$ cat src/rtl/ov7670_capture_if.sv
// Bundle of OV7670 pin-side inputs and frame-buffer write-side outputs for ov7670_capture.
interface ov7670_capture_if #(
  parameter int unsigned ADDR_W = 19
) ();
  logic              start_capture;
  logic              cam_vsync;
  logic              cam_href;
  logic [7:0]        cam_data;
  logic [15:0]       pixel;
  logic              pixel_valid;
  logic [ADDR_W-1:0] pixel_addr;
  logic              frame_start;
  logic              frame_done;
  logic              frame_error;
  logic              capturing;

  modport slave (
    input  start_capture, cam_vsync, cam_href, cam_data,
    output pixel, pixel_valid, pixel_addr, frame_start, frame_done, frame_error, capturing
  );

  modport master (
    output start_capture, cam_vsync, cam_href, cam_data,
    input  pixel, pixel_valid, pixel_addr, frame_start, frame_done, frame_error, capturing
  );
endinterface

$ cat src/rtl/ov7670_capture.sv
// OV7670 parallel-bus capture: pairs bytes into RGB565 pixels with linear frame-buffer addresses
// and frame start/done/error framing. Capture only arms during vertical blanking.
module ov7670_capture #(
  parameter int unsigned H_ACTIVE = 640,
  parameter int unsigned V_ACTIVE = 480,
  parameter int unsigned ADDR_W   = 19
) (
  input  logic             clk,
  input  logic             reset,
  ov7670_capture_if.slave  bus
);

  localparam int unsigned X_W   = $clog2(H_ACTIVE + 1);
  localparam int unsigned Y_W   = $clog2(V_ACTIVE + 1);
  localparam int unsigned CNT_W = ADDR_W + 1;
  localparam int unsigned TOTAL = H_ACTIVE * V_ACTIVE;

  localparam logic [1:0] IDLE   = 2'd0;
  localparam logic [1:0] SYNC   = 2'd1;
  localparam logic [1:0] ARMED  = 2'd2;
  localparam logic [1:0] ACTIVE = 2'd3;

  logic [1:0]       state, state_nxt;
  logic             vs_r, hr_r, vs_q, hr_q;
  logic [7:0]       d_r, hi_byte;
  logic             phase, err;
  logic [X_W-1:0]   x;
  logic [Y_W-1:0]   y;
  logic [CNT_W-1:0] pix_cnt;

  logic [15:0]       pix_data;
  logic              pix_valid;
  logic [ADDR_W-1:0] pix_addr;
  logic              start_pulse, done_pulse, err_flag, cap;

  logic vs_rise, vs_fall, hr_fall, y_over, x_full;

  assign vs_rise = vs_r & ~vs_q;
  assign vs_fall = ~vs_r & vs_q;
  assign hr_fall = ~hr_r & hr_q;
  assign y_over  = (y >= Y_W'(V_ACTIVE));
  assign x_full  = (x == X_W'(H_ACTIVE));

  // Pin sampling stage plus one extra tap for edge detection.
  always_ff @(posedge clk) begin
    if (reset) begin
      vs_r <= 1'b0;
      hr_r <= 1'b0;
      d_r  <= 8'd0;
      vs_q <= 1'b0;
      hr_q <= 1'b0;
    end else begin
      vs_r <= bus.cam_vsync;
      hr_r <= bus.cam_href;
      d_r  <= bus.cam_data;
      vs_q <= vs_r;
      hr_q <= hr_r;
    end
  end

  always_ff @(posedge clk) begin
    if (reset) state <= IDLE;
    else       state <= state_nxt;
  end

  // A frame in progress always runs to frame_done; only SYNC/ARMED react to start dropping.
  always_comb begin
    state_nxt = state;
    case (state)
      IDLE:    if (bus.start_capture) state_nxt = SYNC;
      SYNC:    if (!bus.start_capture) state_nxt = IDLE;
               else if (vs_r)          state_nxt = ARMED;
      ARMED:   if (!bus.start_capture) state_nxt = IDLE;
               else if (vs_fall)       state_nxt = ACTIVE;
      ACTIVE:  if (vs_rise) state_nxt = bus.start_capture ? ARMED : IDLE;
      default: state_nxt = IDLE;
    endcase
  end

  always_ff @(posedge clk) begin
    if (reset) begin
      hi_byte     <= 8'd0;
      phase       <= 1'b0;
      err         <= 1'b0;
      x           <= '0;
      y           <= '0;
      pix_cnt     <= '0;
      pix_data    <= 16'd0;
      pix_valid   <= 1'b0;
      pix_addr    <= '0;
      start_pulse <= 1'b0;
      done_pulse  <= 1'b0;
      err_flag    <= 1'b0;
      cap         <= 1'b0;
    end else begin
      pix_valid   <= 1'b0;
      start_pulse <= 1'b0;
      done_pulse  <= 1'b0;
      cap         <= (state_nxt == ARMED) || (state_nxt == ACTIVE);
      case (state)
        ARMED: begin
          if (state_nxt == ACTIVE) begin
            start_pulse <= 1'b1;
            x           <= '0;
            y           <= '0;
            pix_cnt     <= '0;
            pix_addr    <= '0;
            phase       <= 1'b0;
            err         <= 1'b0;
            err_flag    <= 1'b0;
          end
        end
        ACTIVE: begin
          if (vs_rise) begin
            done_pulse <= 1'b1;
            err_flag   <= err | (pix_cnt != CNT_W'(TOTAL));
          end else if (hr_r) begin
            phase <= ~phase;
            if (y_over) err <= 1'b1;
            if (!phase) begin
              hi_byte <= d_r;
            end else if (!y_over) begin
              // Pixels past the line width are dropped so the address cannot run ahead.
              if (x_full) begin
                err <= 1'b1;
              end else begin
                pix_data  <= {hi_byte, d_r};
                pix_valid <= 1'b1;
                pix_addr  <= pix_cnt[ADDR_W-1:0];
                pix_cnt   <= pix_cnt + 1'b1;
                x         <= x + 1'b1;
              end
            end
          end else if (hr_fall) begin
            if (!y_over) y <= y + 1'b1;
            x     <= '0;
            phase <= 1'b0;
            if (phase) err <= 1'b1;
          end
        end
        default: ;
      endcase
    end
  end

  assign bus.pixel       = pix_data;
  assign bus.pixel_valid = pix_valid;
  assign bus.pixel_addr  = pix_addr;
  assign bus.frame_start = start_pulse;
  assign bus.frame_done  = done_pulse;
  assign bus.frame_error = err_flag;
  assign bus.capturing   = cap;

endmodule

$ cat src/flat_wrapper.sv
// flat-port wrapper written by rule: the top's interface ports become plain ports
module ov7670_capture_flat 
#(
  parameter int unsigned H_ACTIVE = 640,
  parameter int unsigned V_ACTIVE = 480,
  parameter int unsigned ADDR_W   = 19
)
  (clk, reset, bus_start_capture, bus_cam_vsync, bus_cam_href, bus_cam_data, bus_pixel, bus_pixel_valid, bus_pixel_addr, bus_frame_start, bus_frame_done, bus_frame_error, bus_capturing);
  ov7670_capture_if #(.ADDR_W(ADDR_W)) bus_i ();
  input  logic clk;
  input  logic reset;
  input wire logic [$bits(bus_i.start_capture)-1:0] bus_start_capture;
  input wire logic [$bits(bus_i.cam_vsync)-1:0] bus_cam_vsync;
  input wire logic [$bits(bus_i.cam_href)-1:0] bus_cam_href;
  input wire logic [$bits(bus_i.cam_data)-1:0] bus_cam_data;
  output wire logic [$bits(bus_i.pixel)-1:0] bus_pixel;
  output wire logic [$bits(bus_i.pixel_valid)-1:0] bus_pixel_valid;
  output wire logic [$bits(bus_i.pixel_addr)-1:0] bus_pixel_addr;
  output wire logic [$bits(bus_i.frame_start)-1:0] bus_frame_start;
  output wire logic [$bits(bus_i.frame_done)-1:0] bus_frame_done;
  output wire logic [$bits(bus_i.frame_error)-1:0] bus_frame_error;
  output wire logic [$bits(bus_i.capturing)-1:0] bus_capturing;
  assign bus_i.start_capture = bus_start_capture;
  assign bus_i.cam_vsync = bus_cam_vsync;
  assign bus_i.cam_href = bus_cam_href;
  assign bus_i.cam_data = bus_cam_data;
  assign bus_pixel = bus_i.pixel;
  assign bus_pixel_valid = bus_i.pixel_valid;
  assign bus_pixel_addr = bus_i.pixel_addr;
  assign bus_frame_start = bus_i.frame_start;
  assign bus_frame_done = bus_i.frame_done;
  assign bus_frame_error = bus_i.frame_error;
  assign bus_capturing = bus_i.capturing;
  ov7670_capture #(.H_ACTIVE(H_ACTIVE), .V_ACTIVE(V_ACTIVE), .ADDR_W(ADDR_W)) u_core (.clk(clk), .reset(reset), .bus(bus_i));
endmodule
$ cat config.mk
export PLATFORM = sky130hd
export DESIGN_NAME = ov7670_capture_flat
export DESIGN_NICKNAME = d
export VERILOG_FILES = /design/src/rtl/ov7670_capture_if.sv /design/src/rtl/ov7670_capture.sv /design/src/flat_wrapper.sv
export SDC_FILE = /design/constraint.sdc
export NUM_CORES = 1
export LEC_CHECK = 0
export ABC_AREA = 1
export BUFFER_PORTS_ARGS = -buffer_cell sky130_fd_sc_hd__buf_2
export CAP_MARGIN = 20
export CORE_ASPECT_RATIO = 0.5
export CORE_MARGIN = 1.5
export CORE_UTILIZATION = 50
export CTS_CLUSTER_DIAMETER = 30
export CTS_CLUSTER_SIZE = 14
export DETAILED_ROUTE_END_ITERATION = 8
export PLACE_DENSITY = 0.81
export SLEW_MARGIN = 20
export SYNTH_ARGS = -nofsm -noshare
export SYNTH_HDL_FRONTEND = slang
export SYNTH_SLANG_ARGS = --single-unit
$ cat constraint.sdc
create_clock -name clk -period 1.9 [get_ports clk]
set_input_delay 0.095 -clock clk [delete_from_list [all_inputs] [get_ports clk]]
set_output_delay 0.095 -clock clk [all_outputs]
set_load 0.02 [all_outputs]
==> impl_metrics.json, run 1 <==
{
  "ioPinCount": 53,
  "dieHeight_um": 72.1,
  "reg2reg_depth": 13,
  "crit_slowest_cell": "dfxtp_2",
  "place_congestion": 0.945,
  "yosysSeqAreaShare_pct": 43.2,
  "cp_cell_sequence": "inv_2 -> ha_1 -> nand2_1 -> nor2_1 -> nand4_1 -> nand2_1 -> nand2_2 -> nand2_4 -> inv_4 -> buf_12 -> nor2_2 -> nor2_1 -> nor2_1",
  "ys_ff_latch": 103,
  "grt_max_degree": 49,
  "root_buffer": "clkbuf_16",
  "clk_pin_slew_ps": 70,
  "maxCapViolCount": 0,
  "outcome": "completed",
  "avgSynthCellArea_um2": 6.78,
  "crit_top_cell": "nor2_1",
  "peakVddDrop_mv": 0.413,
  "drv_slew": 0,
  "dpl.cell_count": 861,
  "power_per_cell_area_nw_per_um2": 763,
  "portBuffers": 52,
  "dpl_cell_area_um2": 5190,
  "syn-instance-count": 705,
  "cts_max_path_buffers": 2,
  "crit-reg2reg-launch": "u_core.x[0]",
  "die_w_um": 141,
  "cp.arrival_ps": 1970,
  "hold_violations": 0,
  "ant_nets": 0,
  "start_kind": "flip-flop",
  "yosys_warnings": 0,
  "core.rowCount": 24,
  "clock_skew_ps": 5.92,
  "drive_gt1_share_pct": 15.3,
  "leakagePower_uw": 0.00237,
  "clkLatencyLatePin_ps": 360,
  "cp_slowest_stage_delay_ps": 340,
  "synth_top_cells_by_area": "dfxtp_1, nor2_1, nand2_1",
  "nNetsFinal": 794,
  "synth_cell_types": 34,
  "dieArea_um2": 10200,
  "syn_area_um2": 4780,
  "fin_area_um2": 5720,
  "regToRegEndpoint": "u_core.pix_cnt[15]",
  "hpwl_mm": 7.49,
  "tritoncts": "done",
  "critPathKind": "flip-flop to flip-flop",
  "setup_violations": 0,
  "grt.overflow.total": 0,
  "cts_sinks": 103,
  "clock.fmax_mhz": 575,
  "synthToLayoutAreaGrowth_pct": 19.8,
  "antenna_found_initial": 1,
  "drt_iter0_markers": 442,
  "grt_pass1_vias": 4106,
  "synth_top_area_share_pct": 43.2,
  "worstPathRequired_ps": 2130,
  "initial_utilization_pct": 53.2,
  "firstDrtPassIters": 5,
  "grt_pass1_wl_mm": 18.7,
  "avgViaCountPerCell": 5.19,
  "via_count": 4661,
  "cts_max_level": 3,
  "nFillCells": 801,
  "startpoint": "u_core.x[0]",
  "yosys.area.top_type": "dfxtp_1",
  "numCtsBuffers": 9,
  "reg2reg_slack_ps": 160,
  "min_from": "bus_start_capture",
  "critPathCaptureType": "flip-flop",
  "grt_usage_pct": 23.0,
  "hold_path_class": "input pin to flip-flop",
  "fin_cells": 898,
  "drc": 0,
  "fin_crit_sh_pct": 91.6,
  "routed_wl_mm": 11.5,
  "tightest_slew_ps": 448,
  "core_area_um2": 8980,
  "crit_fanout": 17,
  "relSlewSlack_pct": 70.1,
  "synth_nets": 724,
  "final.min_clock_period_ps": 1740,
  "wl_per_cell_um": 12.8,
  "hold_depth": 2,
  "hold_path_end": "u_core.state[0]"
}
-- placed cells by master, fill, tap and decap left out, drive strengths merged, types with 2 or more instances in the layout --
master       instances
buf                 73
nor3b                2
or2                  2
nor4                 3
a21oi               47
nand4               16
dlygate4sd3         10
inv                 90
clkbuf              11
nand2              125
nor2               174
ha                   6
xor2                 8
nor3                 6
o21ai               56
dfxtp              103
nand3               40
nand3b               2
-- how the worst max path moves through the flow --
stage | to | slack (ps)
floorplan | u_core.bus.pixel[12] | 180
global placement | u_core.hi_byte[0] | 150
detailed placement | u_core.pix_cnt[15] | 80
CTS | u_core.pix_cnt[15] | 50
global route | u_core.bus.pixel_addr[6] | -10
finish | u_core.pix_cnt[15] | 160
-- state kept, by name (all words and copies together), names as in the netlist, 2 cells and up --
signal and count:
u_core.bus.pixel 16, u_core.bus.pixel_addr 19, u_core.d_r 8, u_core.hi_byte 8, u_core.pix_cnt 20, u_core.state 2, u_core.x 10, u_core.y 9
-- cells by family (layout without fill, tap and decap cells) --
family                     Yosys count  after routing  share of synthesized area [%]
AOI/OAI and AO/OA                  106            106                           11.8
xor gates and xnor gates             8              8                           1.47
adders and majority gates            6              6                           1.57
buffers and inverters              112            187                           9.25
DFF                                103            103                           43.2
other                                0              1                              0
and+or+nand+nor                    370            370                           32.8
-- routing by layer --
| metal | global-route usage [%] | part of all wire [%] | up-vias |
|---|---|---|---|
| met3 | 5.28 | 7.3 | 17 |
| met4 | 7.06 | 1.3 | 0 |
| met1 | 29.9 | 47 | 2114 |
| met5 | 0 | 0 | - |
| met2 | 38.6 | 44 | 164 |
| li1 | - | - | 2366 |
-- where the power goes --
group	leakage (uW)	internal [uW]	total (uW)	switching (uW)
clock network	0.000155	1070	1980	915
registers	0.000835	2180	2200	19.5
logic	0.00138	70.5	185	115
total	0.00237	3320	4370	1050
-- cells in the mapped netlist (all sizes together) --
master / number
xor2: 8
ha: 6
nor4: 3
o21bai: 1
a31oi: 1
a21oi: 47
nand2: 125
inv: 85
nor3: 6
o21ai: 56
o311a: 1
nand3b: 2
nor3b: 2
clkbuf: 16
dfxtp: 103
clkinv: 1
nand4: 16
buf: 10
nor2: 174
nand3: 40
or2: 2
-- cell type report --
class	count	area [um^2]	area share [%]
clock buffers	9	225	3.93
diodes	1	2.50	0.0437
flip-flops and latches	103	2070	36.1
multi-input cells	490	2280	39.8
clock inverters	7	93.8	1.64
repair buffers	85	581	10.1
well taps	117	146	2.56
inverters	86	328	5.73
-- worst max-delay path, delay by kind of cell, from the launching register on --
kind          cells  cell delay (ps)
simple gates      9              780
flops             1              340
buf+inv           3              290
fa+ha+maj         1              190
-- through the flow --
| stage | utilization, % | power, uW | hold slack, ps | setup TNS (ps) | setup slack (ps) |
|---|---|---|---|---|---|
| detailed placement | 57.8 | 2410 | 302 | 0 | 76.1 |
| global route | 63.7 | 4500 | 44.7 | -25.4 | -11.0 |
| floorplan | - | 2360 | 202 | 0 | 177 |
| CTS | 62.6 | 4380 | 17.2 | 0 | 50.2 |
| global placement | 57.8 | 2410 | 294 | 0 | 148 |
| finish | 63.8 | 4370 | 26.9 | 0 | 160 |
-- what timing repair did --
action	4_1_cts	5_1_grt
cloned	0	1
hold endpoints to repair	10	0
hold buffers	10	0
pin swaps	0	1
gates resized for setup	0	13
endpoints found under the setup margin	1	63
buffers inserted	1	8
No activity file was read; power rests on OpenSTA's default activity.
==> inputs of run 2 (changes only) <==
--- a/config.mk
+++ b/config.mk
@@ -5,7 +5,6 @@
 export SDC_FILE = /design/constraint.sdc
 export NUM_CORES = 1
 export LEC_CHECK = 0
-export ABC_AREA = 1
 export BUFFER_PORTS_ARGS = -buffer_cell sky130_fd_sc_hd__buf_2
 export CAP_MARGIN = 20
 export CORE_ASPECT_RATIO = 0.5
==> impl_metrics.json, run 2 <==
{
  "diodes": 0,
  "synth_cell_types": 54,
  "place_congestion": 0.859,
  "final_cell_mix": "dfxtp_1, buf_2, buf_4",
  "antenna_found_initial": 0,
  "dpl.cell_count": 688,
  "maxCapViolCount": 0,
  "cp_slowest_stage_delay_ps": 590,
  "async_flop_share_pct": 0,
  "firstDrtPassIters": 5,
  "reg2reg_depth": 8,
  "met2_usage_pct": 39.9,
  "clk_pin_slew_ps": 80,
  "grt.overflow.total": 0,
  "portBuffers": 52,
  "syn-instance-count": 494,
  "start_kind": "flip-flop",
  "gr-usage-met1_pct": 30.0,
  "ys_ff_latch": 103,
  "grt_setup_unrepaired": "yes",
  "initial_utilization_pct": 51.5,
  "hold_violations": 0,
  "crit_fanout": 9,
  "synth_edf_count": 0,
  "cp_cell_sequence": "inv_2 -> ha_4 -> nand4bb_1 -> or4_4 -> a41oi_4 -> clkbuf_16 -> o21ai_2 -> a21oi_1",
  "crit-reg2reg-launch": "u_core.x[0]",
  "critPathCaptureType": "flip-flop",
  "synth_top_area_share_pct": 46.0,
  "fin_cells": 721,
  "dieArea_um2": 9580,
  "worst-path-buf-inv": 2,
  "hold_path_class": "input pin to flip-flop",
  "ioPinCount": 53,
  "synth_common_cells": "dfxtp_1, nand2_1, a21oi_1",
  "outcome": "finished, violations left",
  "ant_nets": 0,
  "wl_per_cell_um": 16.4,
  "crit_family": "simple AND/OR/NAND/NOR gates",
  "pwr-share-seq_pct": 51.9,
  "regMostFlops": "u_core.pix_cnt",
  "violations": "setup timing",
  "pwr-share-clk_pct": 44.8,
  "power.internal_uw": 3170,
  "synth.most_common_cell": "dfxtp_1",
  "core.rowCount": 24,
  "cp.arrival_ps": 2320,
  "setup_violations": 62,
  "via_count": 4193,
  "crit_path_end": "u_core.pix_cnt[19]",
  "leakagePower_uw": 0.00212,
  "clkLatencyLatePin_ps": 360,
  "drt_iter0_markers": 377,
  "cts_max_level": 3,
  "grt_pass1_wl_mm": 18.2,
  "crit_slowest_cell": "or4_4",
  "hpwl_mm": 7.21,
  "swShare_pct": 24.6,
  "dp_slack_ps": -80.0,
  "power_per_cell_area_nw_per_um2": 721,
  "largest_register_ffs": 20,
  "p_sw_uw": 1040,
  "cts_sinks": 103,
  "drv_slew": 0,
  "worst_slack_ps": -130,
  "drive_gt1_share_pct": 30.1,
  "tightest_slew_ps": 528,
  "yosys.area.top_type": "dfxtp_1",
  "final.min_clock_period_ps": 2030,
  "regToRegEndpoint": "u_core.pix_cnt[19]",
  "pwr-share-comb_pct": 3.3,
  "worstPathRequired_ps": 2190,
  "synth_nets": 513,
  "finalPower_uw": 4210,
  "avgSynthCellArea_um2": 9.08,
  "cp_num_cells": 8,
  "dieHeight_um": 70.0,
  "synthFlopType": "dfxtp_1",
  "reg2reg_slack_ps": -130,
  "yosys_warnings": 0,
  "grt_pass1_vias": 3930,
  "cts_max_path_buffers": 2,
  "relSlewSlack_pct": 64.8,
  "fin_crit_sh_pct": 107,
  "avgViaCountPerCell": 5.82,
  "synth_top_cells_by_area": "dfxtp_1, mux2i_1, a21oi_1",
  "die_w_um": 137,
  "numCtsBuffers": 9,
  "grt_usage_pct": 23.9,
  "grtUsageMet3_pct": 6.32,
  "synthToLayoutAreaGrowth_pct": 30.2,
  "busiest_layer": "met2",
  "yosysSeqAreaShare_pct": 46.0,
  "drc": 0,
  "clock.fmax_mhz": 493,
  "critPathKind": "flip-flop to flip-flop",
  "grt_max_degree": 51,
  "peakVddDrop_mv": 0.609,
  "clock_skew_ps": 8.70,
  "final_common_cell": "dfxtp_1",
  "startpoint": "u_core.x[0]",
  "tritoncts": "done",
  "nNetsFinal": 618,
  "core_area_um2": 8710,
  "routed_wl_mm": 11.9,
  "syn_area_um2": 4490,
  "root_buffer": "clkbuf_16"
}
## run 2: changes by cell type in the layout (fill, tap and decap cells not counted), moves of 13 or more
cell	before	now
nand2_1	122	47
o21ai_0	50	2
inv_1	78	7
mux2i_1	0	25
buf_4	18	52
or4_1	0	13
a21oi_2	0	19
nor2_1	164	43
nor2b_1	0	14
nand3b_1	2	20
nand3_1	39	18
## run 2: per-stage QoR
| stage | hold WS (ps) | util [%] | setup TNS [ps] | area [um^2] |
|---|---|---|---|---|
| final | 68.7 | 67.1 | -4110 | 5840 |
| after global routing | 81.0 | 67.1 | -9500 | 5840 |
| after detailed placement | 310 | 59.7 | -660 | 5200 |
| after CTS | 53.7 | 64.9 | -1380 | 5660 |
| after global placement | 302 | 59.7 | -55.2 | 5200 |
| after floorplan | 223 | - | -158 | 4490 |
## run 2: cell families after synthesis
| group | after synthesis | share of synthesized area [%] |
|---|---|---|
| AOI/OAI and AO/OA | 101 | 15.6 |
| xor gates and xnor gates | 6 | 1.17 |
| adders and majority gates | 6 | 1.67 |
| buffers and inverters | 39 | 4.04 |
| DFF | 103 | 46.0 |
| muxes | 26 | 5.83 |
| and+or+nand+nor | 213 | 25.7 |
## run 2: layout make-up
class | instances | area, um^2
clock buffer | 9 | 225
fill | 634 | 2870
sequential | 103 | 2070
inverter | 10 | 37.5
multi-input combinational | 352 | 2380
tap | 117 | 146
clock inverter | 7 | 86.3
timing repair buffer | 123 | 900
## run 2: tightest hold or removal path, cell delays in order
cell     delay (ps)
buf_2           120
o21ai_0          90
a21oi_1          70
## run 2: timing repair
action,CTS,global route
setup buffers,1,3
endpoints found under the hold margin,10,0
gates cloned,0,3
setup endpoints to repair,64,78
gates resized for setup,10,24
hold buffers,10,0
pin swaps,4,14
## run 2: routing by layer
metal | up-vias | share of wire (%)
li1 | 1976 | -
met1 | 2033 | 44
met2 | 166 | 49
met3 | 18 | 6.0
met4 | 0 | 1.5
met5 | - | 0
## run 2: worst min-delay path by stage
stage / start / endpoint / slack, ps / depth (start not counted)
6_report: bus_start_capture / u_core.state[0] / 70 / 3
3_3_place_gp: bus_cam_vsync / u_core.vs_r / 300 / 2
4_1_cts: bus_start_capture / u_core.state[0] / 50 / 3
3_5_place_dp: bus_cam_data[6] / u_core.d_r[6] / 310 / 2
5_1_grt: bus_start_capture / u_core.state[0] / 80 / 3
2_1_floorplan: bus_cam_data[0] / u_core.d_r[0] / 220 / 1
## run 2: power by group through the flow
stage | logic (uW) | registers [uW] | clock network (uW)
floorplan | 68.3 | 2230 | 0
global placement | 109 | 2230 | 0
detailed placement | 111 | 2240 | 0
CTS | 128 | 2180 | 1880
global route | 150 | 2190 | 1980
finish | 139 | 2180 | 1890
==> inputs of run 3 (changes only) <==
--- a/config.mk
+++ b/config.mk
@@ -13,6 +13,7 @@
 export CTS_CLUSTER_DIAMETER = 30
 export CTS_CLUSTER_SIZE = 14
 export DETAILED_ROUTE_END_ITERATION = 8
+export GPL_TIMING_DRIVEN = 0
 export PLACE_DENSITY = 0.81
 export SLEW_MARGIN = 20
 export SYNTH_ARGS = -nofsm -noshare
==> impl_metrics.json, run 3 (synthesized netlist as in run 2, its figures left out) <==
{
  "outcome": "finished, violations left",
  "violations": "setup timing",
  "clk_pin_slew_ps": 70,
  "ioPinCount": 53,
  "hold_ws_ps": 76.0,
  "antenna_found_initial": 0,
  "grt_usage_pct": 26.6,
  "tightest_slew_ps": 680,
  "nNetsFinal": 611,
  "start_kind": "flip-flop",
  "drive_gt1_share_pct": 31.8,
  "setup_violations": 65,
  "peakVddDrop_mv": 0.664,
  "dieHeight_um": 70.0,
  "cts_max_level": 3,
  "leakagePower_uw": 0.00208,
  "p_sw_uw": 990,
  "portBuffers": 51,
  "diodes": 0,
  "critPathCaptureType": "flip-flop",
  "crit_slowest_cell": "or4_4",
  "avgViaCountPerCell": 5.92,
  "core.rowCount": 24,
  "core_area_um2": 8710,
  "relSlewSlack_pct": 54.7,
  "final_common_cell": "dfxtp_1",
  "power_per_cell_area_nw_per_um2": 693,
  "gr-usage-met1_pct": 34.4,
  "initial_utilization_pct": 51.5,
  "final.min_clock_period_ps": 2130,
  "fin_crit_sh_pct": 112,
  "largest_register_ffs": 20,
  "ant_nets": 0,
  "via_count": 4226,
  "tritoncts": "done",
  "hold_path_class": "input pin to flip-flop",
  "routed_wl_mm": 12.7,
  "met2_usage_pct": 42.9,
  "drt_iter0_markers": 423,
  "hpwl_mm": 7.55,
  "cp_slowest_stage_delay_ps": 590,
  "drv_slew": 0,
  "clock_skew_ps": 11.8,
  "root_buffer": "clkbuf_16",
  "worst_slack_ps": -227,
  "pwr-share-comb_pct": 3.5,
  "busiest_layer": "met2",
  "place_congestion": 0.907,
  "cts_max_path_buffers": 2,
  "numCtsBuffers": 9,
  "cp_cell_sequence": "inv_4 -> ha_4 -> nand4bb_1 -> or4_4 -> a41oi_4 -> buf_12 -> buf_8 -> o31ai_1 -> a21oi_1",
  "wl_per_cell_um": 17.8,
  "grt_pass1_wl_mm": 19.9,
  "grt_setup_unrepaired": "yes",
  "worstPathRequired_ps": 2180,
  "power.internal_uw": 3140,
  "drc": 0,
  "grt_max_degree": 20,
  "pwr-share-clk_pct": 43.6,
  "crit_fanout": 8,
  "grt.overflow.total": 0,
  "clock.fmax_mhz": 470,
  "clkLatencyLatePin_ps": 350,
  "cp.arrival_ps": 2400,
  "cts_sinks": 103,
  "regMostFlops": "u_core.pix_cnt",
  "die_w_um": 137,
  "swShare_pct": 24.0,
  "synthToLayoutAreaGrowth_pct": 32.7,
  "firstDrtPassIters": 6,
  "maxCapViolCount": 0,
  "fin_cells": 714,
  "dieArea_um2": 9580,
  "grt_pass1_vias": 4118,
  "grtUsageMet3_pct": 6.90,
  "final_cell_mix": "dfxtp_1, buf_2, nand2_1",
  "hold_violations": 0,
  "dpl.cell_count": 662,
  "critPathKind": "flip-flop to flip-flop",
  "pwr-share-seq_pct": 52.9
}
## run 3: changes by cell type in the layout (fill, tap and decap cells not counted), sizes merged
cell,change
buf,-18
clkbuf,+11
clkinvlp,+1
inv,-1
## run 3: area by class of cell
type	instances	area (um^2)
Tap cell	117	146
Timing Repair Buffer	89	671
Clock inverter	7	66.3
Clock buffer	9	225
Buffer	27	191
Fill cell	612	2750
Sequential cell	103	2080
Inverter	10	42.5
Multi-Input combinational cell	352	2540
## run 3: layer usage
layer | up-vias | part of all wire, %
met3 | 18 | 6.6
li1 | 1980 | -
met1 | 2043 | 43
met4 | 0 | 1.6
met2 | 185 | 48
met5 | - | 0
## run 3: repair_timing
item | 4_1_cts | 5_1_grt
hold buffers | 10 | 0
buffers inserted | 15 | 8
gates cloned | 6 | 0
endpoints found under the hold margin | 10 | 0
pin swaps | 49 | 41
endpoints found under the setup margin | 82 | 76
resized for setup | 60 | 52
## run 3: path summary, 6_finish.rpt
check | from | endpoint | slack [ps] | depth (start not counted)
worst max register to register | u_core.x[1] | u_core.pix_cnt[9] | -230 | 9
worst min register to register | u_core.bus.frame_error | u_core.bus.frame_error | 470 | 2
worst min-delay path | bus_start_capture | u_core.state[1] | 80 | 3
worst max-delay path | u_core.x[1] | u_core.pix_cnt[9] | -230 | 9
## run 3: worst max-delay path: cells and delay by family (launching register included)
family	cells	cell delay [ps]
AO/OA/AOI/OAI	3	510
adder cells (fa/ha/maj)	1	120
buffers and inverters	3	340
flip-flops	1	370
AND/OR/NAND/NOR	2	710
## run 3: per-stage QoR
step	TNS (ps)	total power (uW)	setup WS, ps	instance area, um^2	util (%)
floorplan	-158	2300	-37.5	4490	-
global placement	-16530	2340	-416	4890	56.1
detailed placement	-19230	2340	-452	4890	56.1
CTS	-8530	4140	-228	5730	65.8
global route	-12160	4240	-278	5950	68.4
finish	-7930	4130	-227	5950	68.4
## run 3: power groups by stage
| stage | combinational, uW | clock [uW] | sequential [uW] |
|---|---|---|---|
| floorplan | 68.3 | 0 | 2230 |
| global placement | 104 | 0 | 2240 |
| detailed placement | 106 | 0 | 2240 |
| CTS | 132 | 1820 | 2190 |
| global route | 154 | 1900 | 2190 |
| finish | 144 | 1800 | 2190 |
